===== src/rtl/mips_multicycle_control_if.sv =====
// Control bus of the multicycle MIPS sequencer: decoded instruction fields
// and the memory handshake flow in, datapath selects and strobes flow out.
interface mips_multicycle_control_if;
  logic [5:0] Opcode;
  logic [5:0] Funct;
  logic       MemReady;
  logic       PCWrite;
  logic       PCWriteCond;
  logic       PCWriteCondNE;
  logic       IorD;
  logic       MemRead;
  logic       MemWrite;
  logic       IRWrite;
  logic [1:0] MemtoReg;
  logic [1:0] RegDst;
  logic       RegWrite;
  logic [1:0] ALUSrcA;
  logic [1:0] ALUSrcB;
  logic       ExtZero;
  logic [2:0] ALUOp;
  logic [1:0] PCSource;
  logic       Illegal;
  logic [3:0] State;

  // Control unit side: it consumes the instruction fields and drives the strobes.
  modport master (
    input  Opcode, Funct, MemReady,
    output PCWrite, PCWriteCond, PCWriteCondNE, IorD, MemRead, MemWrite,
           IRWrite, MemtoReg, RegDst, RegWrite, ALUSrcA, ALUSrcB, ExtZero,
           ALUOp, PCSource, Illegal, State
  );

  // Datapath side: it supplies the instruction fields and obeys the strobes.
  modport slave (
    output Opcode, Funct, MemReady,
    input  PCWrite, PCWriteCond, PCWriteCondNE, IorD, MemRead, MemWrite,
           IRWrite, MemtoReg, RegDst, RegWrite, ALUSrcA, ALUSrcB, ExtZero,
           ALUOp, PCSource, Illegal, State
  );
endinterface


===== src/rtl/mips_multicycle_control.sv =====
// Moore sequencing FSM for the multicycle MIPS core. Reads the latched
// opcode/funct and issues per-cycle mux selects and write strobes; memory
// states hold until MemReady.
module mips_multicycle_control #(
  parameter logic [3:0] RESET_STATE = 4'd0
) (
  input  logic                           clk,
  input  logic                           reset,
  mips_multicycle_control_if.master      bus
);

  typedef enum logic [3:0] {
    FETCH     = 4'd0,
    DECODE    = 4'd1,
    MEM_ADDR  = 4'd2,
    MEM_READ  = 4'd3,
    MEM_WB    = 4'd4,
    MEM_WRITE = 4'd5,
    R_EXEC    = 4'd6,
    R_WB      = 4'd7,
    BRANCH    = 4'd8,
    JUMP      = 4'd9,
    I_EXEC    = 4'd10,
    I_WB      = 4'd11,
    JAL       = 4'd12,
    JR        = 4'd13,
    UNUSED    = 4'd14,
    ILLEGAL   = 4'd15
  } state_e;

  localparam logic [5:0] OP_RTYPE = 6'h00;
  localparam logic [5:0] OP_J     = 6'h02;
  localparam logic [5:0] OP_JAL   = 6'h03;
  localparam logic [5:0] OP_BEQ   = 6'h04;
  localparam logic [5:0] OP_BNE   = 6'h05;
  localparam logic [5:0] OP_ADDI  = 6'h08;
  localparam logic [5:0] OP_ANDI  = 6'h0C;
  localparam logic [5:0] OP_ORI   = 6'h0D;
  localparam logic [5:0] OP_LUI   = 6'h0F;
  localparam logic [5:0] OP_LW    = 6'h23;
  localparam logic [5:0] OP_SW    = 6'h2B;

  localparam logic [5:0] FN_SLL   = 6'h00;
  localparam logic [5:0] FN_SRL   = 6'h02;
  localparam logic [5:0] FN_JR    = 6'h08;

  state_e state_q, state_d;

  // Raw strobes before the reset gate.
  logic pc_write, ir_write, reg_write, mem_write;

  // State register; asynchronous reset aborts any instruction in flight.
  always_ff @(posedge clk or posedge reset) begin
    if (reset) state_q <= state_e'(RESET_STATE);
    else       state_q <= state_d;
  end

  // Next-state: dispatch from DECODE, memory states wait on MemReady.
  always_comb begin
    state_d = state_q;
    case (state_q)
      FETCH:     if (bus.MemReady) state_d = DECODE;
      DECODE: begin
        case (bus.Opcode)
          OP_RTYPE:                        state_d = (bus.Funct == FN_JR) ? JR : R_EXEC;
          OP_LW, OP_SW:                    state_d = MEM_ADDR;
          OP_BEQ, OP_BNE:                  state_d = BRANCH;
          OP_J:                            state_d = JUMP;
          OP_JAL:                          state_d = JAL;
          OP_ADDI, OP_ANDI, OP_ORI, OP_LUI: state_d = I_EXEC;
          default:                         state_d = ILLEGAL;
        endcase
      end
      MEM_ADDR:  state_d = (bus.Opcode == OP_SW) ? MEM_WRITE : MEM_READ;
      MEM_READ:  if (bus.MemReady) state_d = MEM_WB;
      MEM_WB:    state_d = FETCH;
      MEM_WRITE: if (bus.MemReady) state_d = FETCH;
      R_EXEC:    state_d = R_WB;
      R_WB:      state_d = FETCH;
      BRANCH:    state_d = FETCH;
      JUMP:      state_d = FETCH;
      I_EXEC:    state_d = I_WB;
      I_WB:      state_d = FETCH;
      JAL:       state_d = FETCH;
      JR:        state_d = FETCH;
      ILLEGAL:   state_d = ILLEGAL;
      default:   state_d = FETCH;
    endcase
  end

  // Moore outputs decoded from the current state; everything defaults to 0.
  always_comb begin
    pc_write          = 1'b0;
    ir_write          = 1'b0;
    reg_write         = 1'b0;
    mem_write         = 1'b0;
    bus.PCWriteCond   = 1'b0;
    bus.PCWriteCondNE = 1'b0;
    bus.IorD          = 1'b0;
    bus.MemRead       = 1'b0;
    bus.MemtoReg      = '0;
    bus.RegDst        = '0;
    bus.ALUSrcA       = '0;
    bus.ALUSrcB       = '0;
    bus.ExtZero       = 1'b0;
    bus.ALUOp         = '0;
    bus.PCSource      = '0;
    bus.Illegal       = 1'b0;
    case (state_q)
      FETCH: begin
        bus.MemRead = 1'b1;
        bus.ALUSrcB = 2'b01;
        ir_write    = bus.MemReady;
        pc_write    = bus.MemReady;
      end
      DECODE: begin
        bus.ALUSrcB = 2'b11;
      end
      MEM_ADDR: begin
        bus.ALUSrcA = 2'b01;
        bus.ALUSrcB = 2'b10;
      end
      MEM_READ: begin
        bus.MemRead = 1'b1;
        bus.IorD    = 1'b1;
      end
      MEM_WB: begin
        reg_write    = 1'b1;
        bus.MemtoReg = 2'b01;
      end
      MEM_WRITE: begin
        mem_write = 1'b1;
        bus.IorD  = 1'b1;
      end
      R_EXEC: begin
        bus.ALUSrcA = (bus.Funct == FN_SLL || bus.Funct == FN_SRL) ? 2'b10 : 2'b01;
        bus.ALUOp   = 3'b111;
      end
      R_WB: begin
        reg_write  = 1'b1;
        bus.RegDst = 2'b01;
      end
      BRANCH: begin
        bus.ALUSrcA       = 2'b01;
        bus.ALUOp         = 3'b001;
        bus.PCSource      = 2'b01;
        bus.PCWriteCond   = (bus.Opcode == OP_BEQ);
        bus.PCWriteCondNE = (bus.Opcode == OP_BNE);
      end
      JUMP: begin
        pc_write     = 1'b1;
        bus.PCSource = 2'b10;
      end
      I_EXEC: begin
        bus.ALUSrcA = 2'b01;
        bus.ALUSrcB = 2'b10;
        case (bus.Opcode)
          OP_ANDI: begin bus.ALUOp = 3'b101; bus.ExtZero = 1'b1; end
          OP_ORI:  begin bus.ALUOp = 3'b100; bus.ExtZero = 1'b1; end
          OP_LUI:  bus.ALUOp = 3'b110;
          default: bus.ALUOp = 3'b000;
        endcase
      end
      I_WB: begin
        reg_write = 1'b1;
      end
      JAL: begin
        // $31 takes the current PC, which FETCH already advanced to PC+4.
        pc_write     = 1'b1;
        bus.PCSource = 2'b10;
        reg_write    = 1'b1;
        bus.RegDst   = 2'b10;
        bus.MemtoReg = 2'b10;
      end
      JR: begin
        pc_write     = 1'b1;
        bus.PCSource = 2'b11;
      end
      ILLEGAL: begin
        bus.Illegal = 1'b1;
      end
      default: ;
    endcase
  end

  // State-changing strobes are held off for as long as reset is high.
  always_comb begin
    bus.PCWrite  = pc_write  & ~reset;
    bus.IRWrite  = ir_write  & ~reset;
    bus.RegWrite = reg_write & ~reset;
    bus.MemWrite = mem_write & ~reset;
    bus.State    = state_q;
  end

endmodule

===== src/flat_wrapper.sv =====
// flat-port wrapper written by rule: the top's interface ports become plain ports
module mips_multicycle_control_flat 
#(
  parameter logic [3:0] RESET_STATE = 4'd0
)
  (clk, reset, bus_Opcode, bus_Funct, bus_MemReady, bus_PCWrite, bus_PCWriteCond, bus_PCWriteCondNE, bus_IorD, bus_MemRead, bus_MemWrite, bus_IRWrite, bus_MemtoReg, bus_RegDst, bus_RegWrite, bus_ALUSrcA, bus_ALUSrcB, bus_ExtZero, bus_ALUOp, bus_PCSource, bus_Illegal, bus_State);
  mips_multicycle_control_if bus_i ();
  input  logic clk;
  input  logic reset;
  input wire logic [$bits(bus_i.Opcode)-1:0] bus_Opcode;
  input wire logic [$bits(bus_i.Funct)-1:0] bus_Funct;
  input wire logic [$bits(bus_i.MemReady)-1:0] bus_MemReady;
  output wire logic [$bits(bus_i.PCWrite)-1:0] bus_PCWrite;
  output wire logic [$bits(bus_i.PCWriteCond)-1:0] bus_PCWriteCond;
  output wire logic [$bits(bus_i.PCWriteCondNE)-1:0] bus_PCWriteCondNE;
  output wire logic [$bits(bus_i.IorD)-1:0] bus_IorD;
  output wire logic [$bits(bus_i.MemRead)-1:0] bus_MemRead;
  output wire logic [$bits(bus_i.MemWrite)-1:0] bus_MemWrite;
  output wire logic [$bits(bus_i.IRWrite)-1:0] bus_IRWrite;
  output wire logic [$bits(bus_i.MemtoReg)-1:0] bus_MemtoReg;
  output wire logic [$bits(bus_i.RegDst)-1:0] bus_RegDst;
  output wire logic [$bits(bus_i.RegWrite)-1:0] bus_RegWrite;
  output wire logic [$bits(bus_i.ALUSrcA)-1:0] bus_ALUSrcA;
  output wire logic [$bits(bus_i.ALUSrcB)-1:0] bus_ALUSrcB;
  output wire logic [$bits(bus_i.ExtZero)-1:0] bus_ExtZero;
  output wire logic [$bits(bus_i.ALUOp)-1:0] bus_ALUOp;
  output wire logic [$bits(bus_i.PCSource)-1:0] bus_PCSource;
  output wire logic [$bits(bus_i.Illegal)-1:0] bus_Illegal;
  output wire logic [$bits(bus_i.State)-1:0] bus_State;
  assign bus_i.Opcode = bus_Opcode;
  assign bus_i.Funct = bus_Funct;
  assign bus_i.MemReady = bus_MemReady;
  assign bus_PCWrite = bus_i.PCWrite;
  assign bus_PCWriteCond = bus_i.PCWriteCond;
  assign bus_PCWriteCondNE = bus_i.PCWriteCondNE;
  assign bus_IorD = bus_i.IorD;
  assign bus_MemRead = bus_i.MemRead;
  assign bus_MemWrite = bus_i.MemWrite;
  assign bus_IRWrite = bus_i.IRWrite;
  assign bus_MemtoReg = bus_i.MemtoReg;
  assign bus_RegDst = bus_i.RegDst;
  assign bus_RegWrite = bus_i.RegWrite;
  assign bus_ALUSrcA = bus_i.ALUSrcA;
  assign bus_ALUSrcB = bus_i.ALUSrcB;
  assign bus_ExtZero = bus_i.ExtZero;
  assign bus_ALUOp = bus_i.ALUOp;
  assign bus_PCSource = bus_i.PCSource;
  assign bus_Illegal = bus_i.Illegal;
  assign bus_State = bus_i.State;
  mips_multicycle_control #(.RESET_STATE(RESET_STATE)) u_core (.clk(clk), .reset(reset), .bus(bus_i));
endmodule

===== config.mk =====
export PLATFORM = sky130hd
export DESIGN_NAME = mips_multicycle_control_flat
export DESIGN_NICKNAME = d
export VERILOG_FILES = /design/src/rtl/mips_multicycle_control_if.sv /design/src/rtl/mips_multicycle_control.sv /design/src/flat_wrapper.sv
export SDC_FILE = /design/constraint.sdc
export NUM_CORES = 1
export LEC_CHECK = 0
export ABC_AREA = 1
export CORE_UTILIZATION = 33
export CTS_CLUSTER_SIZE = 20
export DETAILED_ROUTE_END_ITERATION = 7
export GPL_TIMING_DRIVEN = 0
export PLACE_DENSITY = 0.74
export SLEW_MARGIN = 10
export SYNTH_ARGS = -nofsm -noshare
export SYNTH_HDL_FRONTEND = slang
export SYNTH_SLANG_ARGS = --single-unit

===== constraint.sdc =====
create_clock -name clk -period 1.15 [get_ports clk]
set_input_delay 0.23 -clock clk [delete_from_list [all_inputs] [get_ports clk]]
set_output_delay 0.23 -clock clk [all_outputs]
set_load 0.03 [all_outputs]

## Word level (Yosys, flattened, before mapping)

Index checks and enable logic that the tools add are counted.

| storage, ports and cells | value |
|---|---|
| flip-flop bits (word level) | 4 |
| input bits | 15 |
| output and inout port bits | 27 |
| word-level logic and storage cells | 77 |

| operators by class | value |
|---|---|
| equal/unequal tests | 29 |
| multiplexer cells | 26 |
| bitwise operators | 5 |
| reductions and logical operators | 16 |

Operators by type and width:

| kind | count |
|---|---|
| 4-bit case mux with 8 select lines | 1 |
| 6-bit by 4-bit equality test with 1-bit output, second input constant | 5 |
| 4-bit equality test, second input constant | 7 |
| 4-bit case mux with 6 select lines | 1 |
| 6-bit by 2-bit equality test with 1-bit output, second input constant | 3 |
| 3-bit case mux with 3 select lines | 2 |
| 4-bit by 3-bit equality test with 1-bit output, second input constant | 4 |
| 4-bit two-way mux | 4 |
| 2-bit OR reduction | 7 |
| 6-bit by 3-bit equality test with 1-bit output, second input constant | 2 |
| 6-bit equality test, second input constant | 2 |
| 6-bit logical NOT | 2 |
| 2-bit case mux with 2 select lines | 3 |
| 2-bit case mux with 3 select lines | 2 |
| 1-bit two-way mux | 10 |
| 4-bit by 2-bit equality test with 1-bit output, second input constant | 2 |
| 4-bit OR reduction | 2 |
| 2-bit != test, second input constant | 3 |
| 3-bit OR reduction | 2 |
| 1-bit AND | 4 |
| 4-bit by 1-bit equality test with 1-bit output, second input constant | 1 |
| 4-bit logical NOT | 1 |
| 3-bit two-way mux | 1 |
| 3-bit AND reduction | 1 |
| other kinds (4) | 4 |

## Depth between registers and ports, before layout

Gate-level depths: netlist (run 1).

| logic depth | value |
|---|---|
| depth in word-level cells | 4 |
| depth in mapped cells | 11 |
| depth with buffers taken out | 11 |

## Least setup slack after synthesis (run 1)

OpenSTA, ideal clock, no wires.

| path | value |
|---|---|
| kind | reg2out |
| start | reg u_core.state_q[0], in the netlist u_core.bus.State[0] |
| end | out bus_PCWrite |
| data arrival time | 1.935 ns |
| required time | 0.920 ns |
| setup slack | -1.015 ns |
| stages on the path, launching flop included | 6 |
| buffers on the path | 0 |
| cell sequence | dfrtp_1 -> nor2_1 -> inv_1 -> nor2_1 -> a21oi_1 -> a21oi_1 |

| between the ends | value |
|---|---|
| longest elaborated chain between the ends | 4 |
| elaborated cells on any way between the ends | 7 |
| classes of those cells | eq/ne (3); mux (1); bitwise (1); reduce/logical (2) |

RTL lines:

| element | line | RTL |
|---|---|---|
| start: declaration | mips_multicycle_control.sv:47 | `state_e state_q, state_d;` |
| start signal: assignment | mips_multicycle_control.sv:54 | `if (reset) state_q <= state_e'(RESET_STATE);` |
| start signal: assignment | mips_multicycle_control.sv:55 | `else state_q <= state_d;` |
| 4-bit equality test | mips_multicycle_control.sv:109 | `case (state_q)` |
| 3-bit OR reduction (no line) | - |  |
| 1-bit case mux with 2 select lines * | mips_multicycle_control.sv:109 |  |
| 1-bit AND * | mips_multicycle_control.sv:188 | `bus.PCWrite = pc_write & ~reset;` |
| end: declaration | flat_wrapper.sv:13 | `output wire logic [$bits(bus_i.PCWrite)-1:0] bus_PCWrite;` |

Every way passes the cells marked *; elsewhere a longest branch is shown, timed or not.

## Worst setup path after layout (run 1)

| path | value |
|---|---|
| start | reg u_core.state_q[1], in the netlist u_core.bus.State[1] |
| end | out bus_ALUOp[2] |

| between the ends | value |
|---|---|
| longest elaborated chain between the ends | 2 |
| elaborated cells on any way between the ends | 4 |
| classes of those cells | eq/ne (3); mux (1) |

RTL lines:

| element | line | RTL |
|---|---|---|
| 4-bit equality test / 4-bit by 3-bit equality test with 1-bit output (equally long branches) | mips_multicycle_control.sv:109 |  |
| 3-bit case mux with 3 select lines * | mips_multicycle_control.sv:109 |  |
| end: declaration | flat_wrapper.sv:26 | `output wire logic [$bits(bus_i.ALUOp)-1:0] bus_ALUOp;` |

Marked as above.

==> flow_metrics.tcl, run 1 <==
set metrics [dict create \
    status "finished, violations left" \
    violations "setup timing" \
    vias 1160 \
    maxCapViolCount 0 \
    start_util_pct 35.5 \
    clk_transition_reported_paths_ns 0.04 \
    diodes 0 \
    setup_viol 30 \
    dp_hpwl_um 1810 \
    wl_um 3460 \
    finClkSkew_ns 0.00539 \
    grt_pass1_vias 968 \
    drive_gt1_share_pct 58.0 \
    synth_cell_types 21 \
    finalCritPeriodShare_pct 164 \
    dpl_cell_area_um2 1280 \
    cp_data_arrival_time_ns 1.65 \
    path_class "reg2out" \
    hold_viol 0 \
    yosysMostFrequentCell "nand2_1" \
    fmax_mhz 531 \
    synth_top_area_cell "nand2_1" \
    ys_top_cells_by_count "nand2_1, nor2_1, inv_1, nand3_1" \
    ys_async_sr_fraction_pct 100 \
    grt_pass1_wl_um 4120 \
    start_kind "register" \
    dr.pass1.iters 4 \
    synthSimpleGateAreaFrac_pct 61.1 \
    drtIter0Drc 44 \
    ctsHtreeMaxLevel 1 \
    gp_congestion 0.870 \
    synth_top_family_by_area "simple AND/OR/NAND/NOR gates" \
    track_usage_pct 24.9 \
    ys.flop_type "dfrtp_1" \
    cts_hold_buf 0 \
    required_ns 0.92 \
    muxShareOfSynthArea_pct 0 \
    synth_compound_area_share_pct 10.3 \
    antenna_found_initial 0 \
    die_area_um2 2320 \
    synth_xor_area_share_pct 0 \
    holdCritPathClass "in2async" \
    grt_start_max_net_pins 8 \
    wl_per_cell_um 15.3 \
    route.detailed.drc 0 \
    dpl.cell_count 201 \
    core.rowCount 16 \
    syn_avg_cell_area_um2 5.30 \
    num-fill-cells 108 \
    grt_setup_unrepaired "true" \
    root_buffer "clkbuf_4" \
    synth_edf_count 0 \
    yosysWarnings 0 \
    synth_fa_ha_area_share_pct 0 \
    die_h_um 48.2 \
    cp-end-kind "output pin" \
    numCtsBuffers 3 \
    fin_cells 227 \
    layout_setup_ws_ns -0.734 \
    portBuffers 41 \
    nNetsFinal 217 \
    fin_util_pct 83.1 \
    clockBufferDepth 2 \
    postSynthCellCount 133 \
    synthToLayoutAreaGrowth_pct 134 \
    worst_slew_pin_slew_ns 0.410 \
    ir_drop_uv 2140 \
    synthesis.area_um2 704 \
    relSlewSlack_pct 72.6 \
    syn_nets 148 \
    period_needed_ns 1.88 \
    drv_slew 0 \
    viasPerCell 5.11 \
    clock_latency_ns 0.23 \
    grt.overflow.total 0 \
    io_pins 42 \
    leakage_nw 0.792 \
    synth-seq-cells 4 \
    whs_ns 0.505 \
    ant_nets 0 \
    die_w_um 48.2 \
    design_area_um2 1650 \
    synth_top_cell_area_share_pct 18.1 \
    largest_reg_flops 4 \
    cts_tree "built" \
    tns_ns -13.85 \
    synth_area_leaders "nand2_1, dfrtp_1, nor2_1, inv_1, nand3_1" \
    powerDensity_nw_per_um2 2320 \
    yosysSeqAreaShare_pct 14.2 \
    core_um2 1980 \
    path_max_fanout 5 \
    clock_sinks 4 \
]
per-stage QoR:
stage / setup slack, ns / power, mW
global placement: -1.13 / 2.51
CTS: -0.635 / 3.06
floorplan: -0.615 / 1.78
finish: -0.734 / 3.83
global route: -0.758 / 4.03
detailed placement: -1.15 / 2.53
kinds of logic after synthesis:
family,after synthesis
compound gates,13
buf+inv,26
flops,4
simple gates,90
final timing paths:
kind / to / slack (ns) / from / depth (start not counted)
setup / recovery: bus_ALUOp[2] / -0.73 / u_core.bus.State[1]$_DFFE_PP0P_ / 9
hold / removal: u_core.bus.State[1]$_DFFE_PP0P_ / 0.50 / reset / 2
setup reg to reg: u_core.bus.State[0]$_DFFE_PP0P_ / -0.49 / u_core.bus.State[1]$_DFFE_PP0P_ / 9
hold reg to reg: u_core.bus.State[3]$_DFFE_PP0P_ / 0.78 / u_core.bus.State[2]$_DFFE_PP0P_ / 3
max in group asynchronous: u_core.bus.State[2]$_DFFE_PP0P_ / 0.46 / reset / 2
min in group clk: u_core.bus.State[1]$_DFFE_PP0P_ / 0.62 / bus_Opcode[3] / 4
cells in the final DEF (no fill, tap or decap), drive strengths merged:
cell	count
nand2	37
o31ai	1
buf	48
clkdlybuf4s15	1
o21ai	4
a21oi	7
nand3	16
dlygate4sd2	5
clkinv	1
inv	24
dfrtp	4
nand4	1
nor3	3
clkdlybuf4s50	9
dlymetal6s2s	1
a31oi	1
clkbuf	4
nor2	33
power breakdown:
group | switching (mW) | internal (mW)
Sequential | 0.174 | 0.219
Clock | 0.0478 | 0.116
Combinational | 1.93 | 1.34
Total | 2.15 | 1.68
area by class of cell:
type	instances	area, µm²	area share (%)
Buffer	1	11.3	0.683
Clock buffer	3	22.5	1.37
Inverter	25	106	6.45
Multi-Input combinational cell	103	748	45.4
Sequential cell	4	105	6.38
Tap cell	27	33.8	2.05
Timing Repair Buffer	64	621	37.7
metal layers:
layer / global-route usage [%] / up-vias / share of wire [%]
met5: 0 / - / 0
met4: 6.11 / 0 / 3.2
met3: 4.81 / 13 / 4.2
met2: 43.5 / 47 / 52
met1: 31.3 / 542 / 41
li1: - / 558 / -
timing repair:
action	4_1_cts	5_1_grt
hold endpoints to repair	0	0
setup endpoints to repair	31	31
buffers inserted	12	11
pin swaps	6	5
resized for setup	176	53
worst max-delay path: stages, from the launching register on:
cell and delay [ns]:
dfrtp_2 0.46, inv_2 0.10, nor2_4 0.04, buf_4 0.14
buf_4 0.15, nand2_8 0.09, inv_4 0.04, a21oi_2 0.15
nand2_2 0.09, buf_6 0.15
No activity file was read; power rests on OpenSTA's default activity.
==> run 2, diff against run 1 <==
CORE_MARGIN = 2   (was unset)
==> run 2 against run 1 <==
Net effect:
- area after synthesis is the same
- the flow now stops in 5_1_grt
- synthesized cell count unchanged
==> flow_metrics.tcl, run 2 <==
set metrics [dict create \
    portBuffers 41 \
    synth_top_cell_area_share_pct 18.1 \
    gp_congestion 0.860 \
    ys.flop_type "dfrtp_1" \
    syn_nets 148 \
    synth_area_leaders "nand2_1, dfrtp_1, nor2_1, inv_1, nand3_1" \
    synth_top_area_cell "nand2_1" \
    synth-seq-cells 4 \
    synth_edf_count 0 \
    start_util_pct 35.5 \
    synthesis.area_um2 704 \
    ys_top_cells_by_count "nand2_1, nor2_1, inv_1, nand3_1" \
    yosysSeqAreaShare_pct 14.2 \
    pre_cts_ws_ns -1.16 \
    ctsHtreeMaxLevel 1 \
    synth_compound_area_share_pct 10.3 \
    clockBufferDepth 2 \
    core.rowCount 16 \
    clock_sinks 4 \
    synthSimpleGateAreaFrac_pct 61.1 \
    ys_async_sr_fraction_pct 100 \
    cts_hold_buf 0 \
    die_w_um 50.2 \
    die_h_um 50.2 \
    numCtsBuffers 3 \
    synth_xor_area_share_pct 0 \
    status "aborted with a tool error" \
    grt_repair_worst_endpoint "bus_ALUOp[2]" \
    yosysMostFrequentCell "nand2_1" \
    yosysWarnings 0 \
    synth_top_family_by_area "simple AND/OR/NAND/NOR gates" \
    io_pins 42 \
    firstError "[ERROR DPL-0038] Utilization greater than 100%, impossible to legalize" \
    dp_hpwl_um 1870 \
    syn_avg_cell_area_um2 5.30 \
    grt_start_max_net_pins 8 \
    muxShareOfSynthArea_pct 0 \
    synth_fa_ha_area_share_pct 0 \
    root_buffer "clkbuf_4" \
    postSynthCellCount 133 \
    worst-ep-kind "top-level output" \
    haltStage "5_1_grt" \
    synth_cell_types 21 \
]
run 2: cell counts after synthesis:
No cell type changed its count.
run 2: cells by family after synthesis:
| kind of cell | after synthesis |
|---|---|
| AND/OR/NAND/NOR | 90 |
| AO/OA/AOI/OAI | 13 |
| flip-flops | 4 |
| buffers and inverters | 26 |
run 2: per-stage QoR:
stage | hold slack (ns) | area [µm²] | std cells
2_1_floorplan | -0.00387 | 836 | 133
3_5_place_dp | 0.672 | 1280 | 201
3_3_place_gp | 0.685 | 1280 | 201
4_1_cts | 0.471 | 1650 | 230
run 2: what timing repair did:
item                       in CTS
setup endpoints to repair      31
pin swaps                      17
gates resized for setup       232
gates cloned                    0
buffers inserted               27
==> run 3, diff against run 2 <==
CORE_AREA = 2 2 63 65   (was unset)
CORE_MARGIN = unset   (was 2)
CORE_UTILIZATION = unset   (was 33)
CTS_CLUSTER_SIZE = unset   (was 20)
DIE_AREA = 0 0 65 67   (was unset)
PLACE_DENSITY = unset   (was 0.74)
PLACE_DENSITY_LB_ADDON = 0.15   (was unset)
clock period = 1.49 ns   (was 1.15 ns; I/O delays follow)
==> run 3 against run 2 <==
Net effect:
- the flow now finishes, with violations (setup timing)
==> flow_metrics.tcl, run 3 (synthesis results as in run 1) <==
set metrics [dict create \
    core_um2 3610 \
    grt_pass1_wl_um 4350 \
    switching_share_pct 51.4 \
    route.detailed.drc 0 \
    p_comb_share_pct 82.7 \
    drtIter0Drc 38 \
    clk_transition_reported_paths_ns 0.03 \
    wl_um 2850 \
    dpl.cell_count 222 \
    total_power_mw 3.03 \
    root_buffer "clkbuf_8" \
    grt_start_max_net_pins 8 \
    diodes 0 \
    required_ns 1.19 \
    antenna_found_initial 0 \
    synthToLayoutAreaGrowth_pct 145 \
    fin_util_pct 48.0 \
    clock_sinks 4 \
    portBuffers 41 \
    die_area_um2 4360 \
    grt_pass1_vias 1026 \
    vias 1087 \
    path_max_fanout 5 \
    core.rowCount 22 \
    relSlewSlack_pct 76.6 \
    num-fill-cells 350 \
    dr.pass1.iters 4 \
    grt.overflow.total 0 \
    dp_hpwl_um 2010 \
    clock_latency_ns 0.22 \
    cp_data_arrival_time_ns 1.53 \
    leakage_nw 0.830 \
    fmax_mhz 546 \
    seqPwrFrac_pct 9.8 \
    io_pins 42 \
    net-switching-power_mw 1.56 \
    clockBufferDepth 2 \
    design_area_um2 1730 \
    worst_slew_pin_slew_ns 0.351 \
    pwr-share-clk_pct 7.5 \
    start_util_pct 19.5 \
    cts_tree "built" \
    die_w_um 65 \
    drv_slew 0 \
    largest_reg_flops 4 \
    finalCritPeriodShare_pct 123 \
    cp-end-kind "output pin" \
    internal_power_mw 1.47 \
    seqCellArea_um2 105 \
    final_cell_mix "buf_6, nand2_1, buf_4" \
    status "finished, violations left" \
    r2r_slack_ns 0.06 \
    finClkSkew_ns 0.00263 \
    layout_setup_ws_ns -0.342 \
    powerDensity_nw_per_um2 1750 \
    path_class "reg2out" \
    fin_cells 253 \
    track_usage_pct 12.4 \
    period_needed_ns 1.83 \
    hold_viol 0 \
    maxCapViolCount 0 \
    setup_viol 22 \
    grt_setup_unrepaired "true" \
    ant_nets 0 \
    drive_gt1_share_pct 59.0 \
    layout_commonest_cell "buf_6" \
    viasPerCell 4.30 \
    ir_drop_uv 681 \
    violations "setup timing" \
    die_h_um 67 \
    nNetsFinal 222 \
    pre_cts_ws_ns -0.940 \
    ctsHtreeMaxLevel 1 \
    numCtsBuffers 3 \
    dpl_cell_area_um2 1260 \
    whs_ns 0.509 \
    multiInputGateArea_um2 722 \
    start_kind "register" \
    tns_ns -4.45 \
    wl_per_cell_um 11.3 \
    holdCritPathClass "in2async" \
    gp_congestion 0.803 \
]
[run 3: layout make-up]
type                       count  share of cell area [%]
buffer                         1                   0.651
clock buffer                   3                    2.39
inverter                      25                    5.86
multi-input combinational    103                    41.8
sequential                     4                    6.08
tap                           48                    3.47
timing repair buffer          69                    39.8
[run 3: final timing paths]
check / startpoint / to / depth (start not counted)
worst max-delay path: u_core.bus.State[0]$_DFFE_PP0P_ / bus_ALUOp[2] / 8
worst min-delay path: reset / u_core.bus.State[1]$_DFFE_PP0P_ / 2
max in group asynchronous: reset / u_core.bus.State[2]$_DFFE_PP0P_ / 2
worst min register to register: u_core.bus.State[3]$_DFFE_PP0P_ / u_core.bus.State[2]$_DFFE_PP0P_ / 3
worst max register to register: u_core.bus.State[0]$_DFFE_PP0P_ / u_core.bus.State[0]$_DFFE_PP0P_ / 9
min in group clk: bus_Opcode[4] / u_core.bus.State[1]$_DFFE_PP0P_ / 5
[run 3: power groups by stage]
stage          registers, mW  logic [mW]  clock network, mW
6_report               0.299        2.51              0.226
2_1_floorplan          0.330       0.967                  0
5_1_grt                0.307        2.68              0.240
3_5_place_dp           0.261        1.63                  0
4_1_cts                0.278        1.88              0.230
3_3_place_gp           0.260        1.64                  0
[run 3: critical path, stage by stage (launching register included)]
cell and delay [ns]:
dfrtp_2 0.46, nor2_4 0.14, nand2_2 0.09, nor2_4 0.10, inv_2 0.06, nor3_4 0.17, a21oi_2 0.09, nand2_2 0.08
buf_6 0.12
[run 3: metal layers]
metal / wire (µm) / track usage (%)
met5: 0 / 0
met3: 123 / 2.53
met4: 12 / 3.19
met1: 1200 / 14.4
met2: 1520 / 22.8
[run 3: repair_timing]
| item | CTS | global route |
|---|---|---|
| endpoints found under the setup margin | 30 | 26 |
| buffers inserted | 11 | 18 |
| hold buffers | 0 | 0 |
| pin swaps | 5 | 9 |
| gates resized for setup | 170 | 59 |
==> run 4, diff against run 3 <==
clock period = 1.9 ns   (was 1.49 ns; I/O delays follow)
==> run 4 against run 3 <==
Net effect:
- the run still ends with setup timing left
- worst setup slack improved by 0.34 ns
- largest power group unchanged
- critical path type unchanged
- sequential power is 25% lower
- combinational power fell by 47%
- critical endpoint is now bus_ALUOp[0]
==> flow_metrics.tcl, run 4 (synthesis results as in run 1) <==
set metrics [dict create \
    status "finished, violations left" \
    violations "setup timing" \
    layout_setup_ws_ns -0.00298 \
    regToRegStartpoint "u_core.bus.State[0]$_DFFE_PP0P_" \
    grt_pass1_vias 978 \
    grt_start_max_net_pins 9 \
    largest_reg_flops 4 \
    crit_path_end "bus_ALUOp[0]" \
    grt.overflow.total 0 \
    drtIter0Drc 14 \
    hold_viol 0 \
    final_cell_mix "nand2_1, nor2_1, inv_1" \
    viasPerCell 4.22 \
    nNetsFinal 201 \
    fin_cells 232 \
    clockBufferDepth 2 \
    die_w_um 65 \
    leakage_nw 0.655 \
    diodes 0 \
    reg2reg_to "u_core.bus.State[2]$_DFFE_PP0P_" \
    vias 980 \
    setup_viol 2 \
    dpl.cell_count 222 \
    antenna_found_initial 0 \
    start_util_pct 19.5 \
    dpl_cell_area_um2 1200 \
    die_area_um2 4360 \
    core_um2 3610 \
    r2r_slack_ns 0.56 \
    route.detailed.drc 0 \
    worst_slew_pin_slew_ns 0.331 \
    numCtsBuffers 3 \
    startpoint "u_core.bus.State[1]$_DFFE_PP0P_" \
    period_needed_ns 1.90 \
    ir_drop_uv 310 \
    fin_util_pct 36.5 \
    start_kind "register" \
    die_h_um 67 \
    portBuffers 41 \
    core.rowCount 22 \
    grt_setup_unrepaired "true" \
    total_power_mw 1.72 \
    clock_latency_ns 0.21 \
    clk_transition_reported_paths_ns 0.03 \
    r2r_cells 8 \
    layout_commonest_cell "nand2_1" \
    finClkSkew_ns 0.000419 \
    cts_tree "built" \
    relSlewSlack_pct 77.9 \
    root_buffer "clkbuf_8" \
    wl_per_cell_um 10.3 \
    maxCapViolCount 0 \
    powerDensity_nw_per_um2 1310 \
    pre_cts_ws_ns -0.692 \
    grt_pass1_wl_um 4060 \
    design_area_um2 1320 \
    drive_gt1_share_pct 38.0 \
    ctsHtreeMaxLevel 1 \
    gp_congestion 0.820 \
    drv_slew 0 \
    cp_data_arrival_time_ns 1.52 \
    path_max_fanout 5 \
    dr.pass1.iters 4 \
    io_pins 42 \
    synthToLayoutAreaGrowth_pct 86.7 \
    wl_um 2380 \
    track_usage_pct 11.5 \
    finalCritPeriodShare_pct 100 \
    ant_nets 0 \
    clock_sinks 4 \
    fmax_mhz 525 \
    required_ns 1.52 \
    dp_hpwl_um 2000 \
    holdCritPathClass "in2async" \
    cp-end-kind "output pin" \
    path_class "reg2out" \
]
-- run 4: worst min path at each step --
stage                                    startpoint                              end  slack [ns]  cells after the start
floorplan                                     reset  u_core.bus.State[0]$_DFFE_PP0P_        0.15                      1
global placement    u_core.bus.State[1]$_DFFE_PP0P_  u_core.bus.State[2]$_DFFE_PP0P_        0.69                      3
detailed placement  u_core.bus.State[1]$_DFFE_PP0P_  u_core.bus.State[2]$_DFFE_PP0P_        0.67                      3
CTS                                           reset  u_core.bus.State[0]$_DFFE_PP0P_        0.49                      2
global route                                  reset  u_core.bus.State[0]$_DFFE_PP0P_        0.52                      2
finish                                        reset  u_core.bus.State[0]$_DFFE_PP0P_        0.49                      2
-- run 4: report_power, final --
part | leakage, nW | internal [mW] | switching (mW)
combinational | 0.588 | 0.473 | 0.850
clock | 0.0216 | 0.135 | 0.0402
sequential | 0.0455 | 0.133 | 0.0898
total | 0.655 | 0.740 | 0.980
-- run 4: worst max-delay path, cell delays in order (launching register included) --
cell and delay [ns]:
dfrtp_2 0.41, inv_2 0.06, nor2_4 0.13, nand2_2 0.09, nor2_4 0.09, inv_2 0.06, nor3_4 0.19, a21oi_2 0.10
nand2_2 0.06, buf_6 0.12
-- run 4: repair_timing --
item / CTS / global route
resized for setup: 86 / 38
setup buffers: 3 / 4
hold buffers: 0 / 0
pin swaps: 6 / 3
endpoints found under the setup margin: 23 / 23
hold endpoints to repair: 0 / 0
-- run 4: area by class of cell --
type / instances / area, µm²
multi-input cells: 103 / 588
repair buffers: 48 / 417
flip-flops and latches: 4 / 105
inverters: 25 / 96.3
well taps: 48 / 60.1
fillers: 406 / 2290
clock buffers: 3 / 41.3
plain buffers: 1 / 7.51
-- run 4: routing by layer --
layer | vias to the layer above | GRT usage, % | part of all wire, %
met4 | 0 | 3.46 | 0.59
met1 | 439 | 13.0 | 44
met5 | - | 0 | 0
li1 | 517 | - | -
met2 | 22 | 22.2 | 51
met3 | 2 | 1.52 | 4.4
-- run 4: through the flow --
step	TNS, ns	hold WS, ns
2_1_floorplan	-0.0285	0.146
3_3_place_gp	-6.52	0.688
3_5_place_dp	-6.52	0.668
4_1_cts	-0.136	0.487
5_1_grt	-0.351	0.523
6_report	-0.00457	0.488
